`src/rtl/gemm_pkg.sv`:
```
// Shared types and helpers for the GEMM sequencer: FSM state encoding, default widths,
// and row-major address computation.
package gemm_pkg;

    localparam int unsigned DefDataWidth = 32;
    localparam int unsigned DefAddrWidth = 8;

    typedef enum logic [2:0] {
        StIdle,
        StFetch,
        StAcc,
        StCfetch,
        StScale,
        StWrite,
        StDone
    } gemm_state_e;

    function automatic int unsigned calc_addr(input int unsigned row, input int unsigned col,
                                              input int unsigned stride);
        return row * stride + col;
    endfunction

endpackage

```
`src/rtl/gemm_mac_unit.sv`:
```
// Registered multiply-accumulate plus scale stage: acc += a*b, then result = alpha*acc + beta*c.
// All arithmetic wraps modulo 2^DATA_WIDTH.
module gemm_mac_unit
    import gemm_pkg::*;
#(
    parameter int unsigned DATA_WIDTH = DefDataWidth
) (
    input  logic                  iclk,
    input  logic                  irst,
    input  logic                  clr,
    input  logic                  acc_en,
    input  logic                  scale_en,
    input  logic [DATA_WIDTH-1:0] a_data,
    input  logic [DATA_WIDTH-1:0] b_data,
    input  logic [DATA_WIDTH-1:0] c_data,
    input  logic [DATA_WIDTH-1:0] alpha,
    input  logic [DATA_WIDTH-1:0] beta,
    output logic [DATA_WIDTH-1:0] result
);

    logic [DATA_WIDTH-1:0] acc_q;

    always_ff @(posedge iclk) begin
        if (irst) begin
            acc_q  <= '0;
            result <= '0;
        end else begin
            if (clr) begin
                acc_q <= '0;
            end else if (acc_en) begin
                acc_q <= acc_q + a_data * b_data;
            end
            // result is the write-port data and must hold until the next scale
            if (scale_en) begin
                result <= alpha * acc_q + beta * c_data;
            end
        end
    end

endmodule

```
`src/rtl/gemm_seq_ctrl.sv`:
```
// GEMM sequencer: walks i/j/k, issues operand reads, drives the shared MAC and
// writes R = alpha*(A x B) + beta*C one element at a time over a valid/ready port.
module gemm_seq_ctrl
    import gemm_pkg::*;
#(
    parameter int unsigned DATA_WIDTH = DefDataWidth,
    parameter int unsigned M          = 4,
    parameter int unsigned N          = 4,
    parameter int unsigned K          = 4,
    parameter int unsigned ADDR_WIDTH = DefAddrWidth
) (
    input  logic                  iclk,
    input  logic                  irst,
    input  logic                  start,
    input  logic [DATA_WIDTH-1:0] alpha,
    input  logic [DATA_WIDTH-1:0] beta,
    output logic                  busy,
    output logic                  done,
    output logic                  rd_en,
    output logic [ADDR_WIDTH-1:0] a_addr,
    output logic [ADDR_WIDTH-1:0] b_addr,
    output logic [ADDR_WIDTH-1:0] c_addr,
    input  logic [DATA_WIDTH-1:0] a_data,
    input  logic [DATA_WIDTH-1:0] b_data,
    input  logic [DATA_WIDTH-1:0] c_data,
    output logic                  wr_valid,
    output logic [ADDR_WIDTH-1:0] wr_addr,
    output logic [DATA_WIDTH-1:0] wr_data,
    input  logic                  wr_ready
);

    if (M == 0 || N == 0 || K == 0) begin : g_bad_dims
        $error("gemm_seq_ctrl: M, N and K must all be non-zero");
    end

    localparam int unsigned IW = (M > 1) ? $clog2(M) : 1;
    localparam int unsigned JW = (N > 1) ? $clog2(N) : 1;
    localparam int unsigned KW = (K > 1) ? $clog2(K) : 1;

    localparam logic [IW-1:0] ILast = IW'(M - 1);
    localparam logic [JW-1:0] JLast = JW'(N - 1);
    localparam logic [KW-1:0] KLast = KW'(K - 1);

    gemm_state_e           state;
    logic [IW-1:0]         i_q, i_nx;
    logic [JW-1:0]         j_q, j_nx;
    logic [KW-1:0]         k_q;
    logic [DATA_WIDTH-1:0] alpha_q, beta_q;
    logic                  last_elem;
    logic                  mac_clr, mac_acc, mac_scale;

    always_comb begin
        j_nx      = (j_q == JLast) ? '0 : j_q + JW'(1);
        i_nx      = (j_q == JLast) ? i_q + IW'(1) : i_q;
        last_elem = (i_q == ILast) && (j_q == JLast);
    end

    assign mac_clr   = ((state == StIdle) && start) || ((state == StWrite) && wr_ready);
    assign mac_acc   = (state == StAcc);
    assign mac_scale = (state == StScale);

    // Outputs are registered, so each transition loads the values the next state presents.
    always_ff @(posedge iclk) begin
        if (irst) begin
            state    <= StIdle;
            i_q      <= '0;
            j_q      <= '0;
            k_q      <= '0;
            alpha_q  <= '0;
            beta_q   <= '0;
            busy     <= 1'b0;
            done     <= 1'b0;
            rd_en    <= 1'b0;
            a_addr   <= '0;
            b_addr   <= '0;
            c_addr   <= '0;
            wr_valid <= 1'b0;
            wr_addr  <= '0;
        end else begin
            done  <= 1'b0;
            rd_en <= 1'b0;
            unique case (state)
                StIdle: begin
                    if (start) begin
                        alpha_q <= alpha;
                        beta_q  <= beta;
                        i_q     <= '0;
                        j_q     <= '0;
                        k_q     <= '0;
                        busy    <= 1'b1;
                        rd_en   <= 1'b1;
                        a_addr  <= '0;
                        b_addr  <= '0;
                        state   <= StFetch;
                    end
                end
                StFetch: state <= StAcc;
                StAcc: begin
                    rd_en <= 1'b1;
                    if (k_q == KLast) begin
                        k_q    <= '0;
                        c_addr <= ADDR_WIDTH'(calc_addr(32'(i_q), 32'(j_q), N));
                        state  <= StCfetch;
                    end else begin
                        k_q    <= k_q + KW'(1);
                        a_addr <= ADDR_WIDTH'(calc_addr(32'(i_q), 32'(k_q) + 32'd1, K));
                        b_addr <= ADDR_WIDTH'(calc_addr(32'(k_q) + 32'd1, 32'(j_q), N));
                        state  <= StFetch;
                    end
                end
                StCfetch: state <= StScale;
                StScale: begin
                    wr_addr  <= ADDR_WIDTH'(calc_addr(32'(i_q), 32'(j_q), N));
                    wr_valid <= 1'b1;
                    state    <= StWrite;
                end
                StWrite: begin
                    if (wr_ready) begin
                        wr_valid <= 1'b0;
                        if (last_elem) begin
                            done  <= 1'b1;
                            state <= StDone;
                        end else begin
                            i_q    <= i_nx;
                            j_q    <= j_nx;
                            rd_en  <= 1'b1;
                            a_addr <= ADDR_WIDTH'(calc_addr(32'(i_nx), 32'd0, K));
                            b_addr <= ADDR_WIDTH'(calc_addr(32'd0, 32'(j_nx), N));
                            state  <= StFetch;
                        end
                    end
                end
                StDone: begin
                    busy  <= 1'b0;
                    state <= StIdle;
                end
                default: state <= StIdle;
            endcase
        end
    end

    gemm_mac_unit #(
        .DATA_WIDTH(DATA_WIDTH)
    ) u_mac (
        .iclk    (iclk),
        .irst    (irst),
        .clr     (mac_clr),
        .acc_en  (mac_acc),
        .scale_en(mac_scale),
        .a_data  (a_data),
        .b_data  (b_data),
        .c_data  (c_data),
        .alpha   (alpha_q),
        .beta    (beta_q),
        .result  (wr_data)
    );

endmodule

```
`config.mk`:
```
export PLATFORM = sky130hd
export DESIGN_NAME = gemm_seq_ctrl
export DESIGN_NICKNAME = d
export VERILOG_FILES = /design/src/rtl/gemm_pkg.sv /design/src/rtl/gemm_mac_unit.sv /design/src/rtl/gemm_seq_ctrl.sv
export SDC_FILE = /design/constraint.sdc
export NUM_CORES = 2
export LEC_CHECK = 0
export CAP_MARGIN = 20
export CORE_ASPECT_RATIO = 0.7
export CORE_UTILIZATION = 60
export DETAILED_ROUTE_END_ITERATION = 16
export PLACE_DENSITY = 0.87
export SLEW_MARGIN = 25
export SYNTH_ARGS = -nofsm -noshare
export SYNTH_HDL_FRONTEND = slang
export SYNTH_SLANG_ARGS = --single-unit
```
`constraint.sdc`:
```
create_clock -name iclk -period 13.2 [get_ports iclk]
set_clock_uncertainty 0.1 [all_clocks]
set_input_delay 1.98 -clock iclk [delete_from_list [all_inputs] [get_ports iclk]]
set_output_delay 1.98 -clock iclk [all_outputs]
set_load 0.05 [all_outputs]
```
==> metrics.cfg <==
[die]
fp.dieArea_um2=91800
design.core.area_um2=88900
ioPinCount=232
start_util=0.611
die_w_um=362
chipHeight_um=254
rows=91

[setup_path]
cp_data_required_time_ps=13460
start_kind=input pin
slowest_delay_ps=990
worstPathArrival_ps=11020
reg2reg_from=alpha_q[14]$_SDFFE_PP0P_
r2r_slack_ps=3650
cp_max_fo=27
path_class=in -> reg
timing.rr.end=u_mac.result[31]$_SDFFE_PP0P_
endpoint=u_mac.result[31]$_SDFFE_PP0P_
crit_family=adder cells
reg2regPathDepth=26
crit_buf_inv=5
cp_num_cells=26
cp_slowest_cell=clkdlybuf4s50_1
crit_top_cell=fa_1
crit_start=c_data[5]
crit_path_end_kind=flop

[timing]
rsz0062_at_grt=false
max_freq_mhz=93.0
final.setup.tns_ps=0
slew_viol_final=0
hold_viol=0
slew_headroom=0.224
period_share=0.815
min_period_ps=10750
tightest_slew_ps=1160
final-setup-viol-count=0

[cells_and_area]
areaGrowthSynthToFinish_pct=6.45
final_cell_mix=1463 x inv_1, 1308 x fa_1, 1167 x nand2_1
instances_no_fill=7400
drive_above_1_share=0.0197
fillers=6646
regArea_um2=3150
final_common_cell=inv_1
nets=8030
multiInputGateArea_um2=44400

[clocking]
htreeDepth=4
cts_setup_buffers=0
clk_latency_ps=520
cts_tree=yes
cts-resized-gates=0
cts_hold_buf=0
clock-sinks=157
cts_buffer_depth=2
cts-buffers-inserted=17
clk_pin_slew_ps=80
cts_root_buffer=clkbuf_16

[global_route]
grt-ovfl-total=0
grt_max_degree=71
grt_pass1_wl_um=264000
antenna_found_initial=10
grt_pass1_vias=45900
grt_use_total=0.384

[logic_synthesis]
ys.flop_type=dfxtp_1
avgSynthCellArea_um2=8.76
synthCells=6201
seq_area_frac_synth=0.0579
syn_area_um2=54300
synth_warnings=0
synth_top_area_share=0.482
synthArstFlopShare=0
yosysTopAreaCell=fa_1
synthTopCellsByArea=fa_1 48%, inv_1 10%, ha_1 8.8%, nand2_1 8.1%, and2_1 7.8%
synth_edf_count=0
synth-seq-cells=157
yosysUniqueCellTypes=61

[detailed_routing]
firstDrtPassIters=9
drtIter0Drc=5617
drc=0
wl_met3_um=35400
wl_per_cell_um=22.9
vias_per_cell=5.85
routed_wl_um=169000
routed-wl-met2_um=66200
routed-via-count=43300
drt-met1-wl_um=61300
postRouteAntennaNets=0
highest_layer=met5

[min_path]
hold_class=reg -> reg

[placed_design]
port_buffers=217
gp_congestion=1.10
dp_hpwl_um=135000
dp.cells=7364

[outcome]
status=finished clean

[flow_run]
maxCapViolCount=0

-- cells in the mapped netlist (2+ instances only) --
cell type  count
a21o_1        35
nor2b_1        7
nor3_1        18
ha_1         384
o21a_1         5
o31ai_1        4
nor4_1         2
fa_1        1308
a211oi_2       2
o21bai_1       6
xor2_1        47
o41ai_1        3
and3_1         2
or3_1          8
dfxtp_1      157
a21oi_1      184
a22oi_1        3
mux2i_1        6
buf_4         16
nand3_1       20
o211ai_1       2
a211o_1        2
nor2_1        67
and4_1         2
o21ai_0       32
nor3b_1        2
clkbuf_1     321
a22o_1         2
nand2_1     1167
a211oi_1      17
buf_1          6
inv_1       1463
nand2b_1       8
and2_1       673
a31oi_1        8
xnor2_1      185
nand3b_1       3
-- layer usage --
layer  GRT usage  up-vias
li1            -    17600
met1       0.512    21400
met2       0.519     3687
met3       0.227      548
met4       0.117       20
met5      0.0196        -
-- cell families (layout without fill, tap and decap cells) --
group,count (synthesis),after routing,share of synthesized area
xor+xnor,233,233,0.0378
other cells,1,19,0.0000690
mux,7,7,0.00131
compound gates,320,320,0.0354
flops,157,157,0.0579
simple gates,1984,1984,0.171
buf+inv,1807,1779,0.126
fa+ha+maj,1692,1692,0.570
-- area by class of cell --
class / count / area share
Sequential cell: 157 / 0.0544
Clock inverter: 14 / 0.00338
Inverter: 1463 / 0.0950
Tap cell: 1209 / 0.0262
Multi-Input combinational cell: 4250 / 0.768
Clock buffer: 17 / 0.00736
Antenna cell: 5 / 0.000216
Timing Repair Buffer: 285 / 0.0458
-- worst min-delay path by stage --
stage	start	endpoint	slack (ps)	cells past startpoint
6_report	u_mac.result[17]$_SDFFE_PP0P_	u_mac.result[17]$_SDFFE_PP0P_	360	2
5_1_grt	wr_addr[1]$_SDFFE_PP0P_	wr_addr[1]$_SDFFE_PP0P_	380	2
4_1_cts	u_mac.result[11]$_SDFFE_PP0P_	u_mac.result[11]$_SDFFE_PP0P_	360	2
3_5_place_dp	u_mac.result[11]$_SDFFE_PP0P_	u_mac.result[11]$_SDFFE_PP0P_	350	2
3_3_place_gp	u_mac.result[22]$_SDFFE_PP0P_	u_mac.result[22]$_SDFFE_PP0P_	340	2
2_1_floorplan	alpha_q[31]$_SDFFE_PP0P_	alpha_q[31]$_SDFFE_PP0P_	340	2
-- tightest hold or removal path, cell delays in order, from the launching register on --
cell and delay [ps]:
dfxtp_1 320, nand2_1 50, a21oi_1 50
-- registers in the layout, summed over array words and instances, names as in the netlist --
signal and cells:
alpha_q 32, beta_q 32, u_mac.acc_q 32, u_mac.result 32, a_addr 5, c_addr 4, wr_addr 4, b_addr 3
state 3, i_q 2, j_q 2, k_q 2, busy 1, done 1, rd_en 1, wr_valid 1
-- per-stage QoR --
step / instance area (um^2) / hold slack (ps) / setup slack [ps] / util
finish: 57800 / 361 / 2450 / 0.650
global route: 57800 / 380 / 2150 / 0.650
CTS: 57800 / 358 / 2580 / 0.650
detailed placement: 57200 / 348 / 2090 / 0.643
global placement: 57200 / 339 / 2170 / 0.643
floorplan: 54400 / 336 / 3380 / -
Power is not shown: default switching activity piles up to over one toggle a cycle in this logic, so the estimate is an artifact.
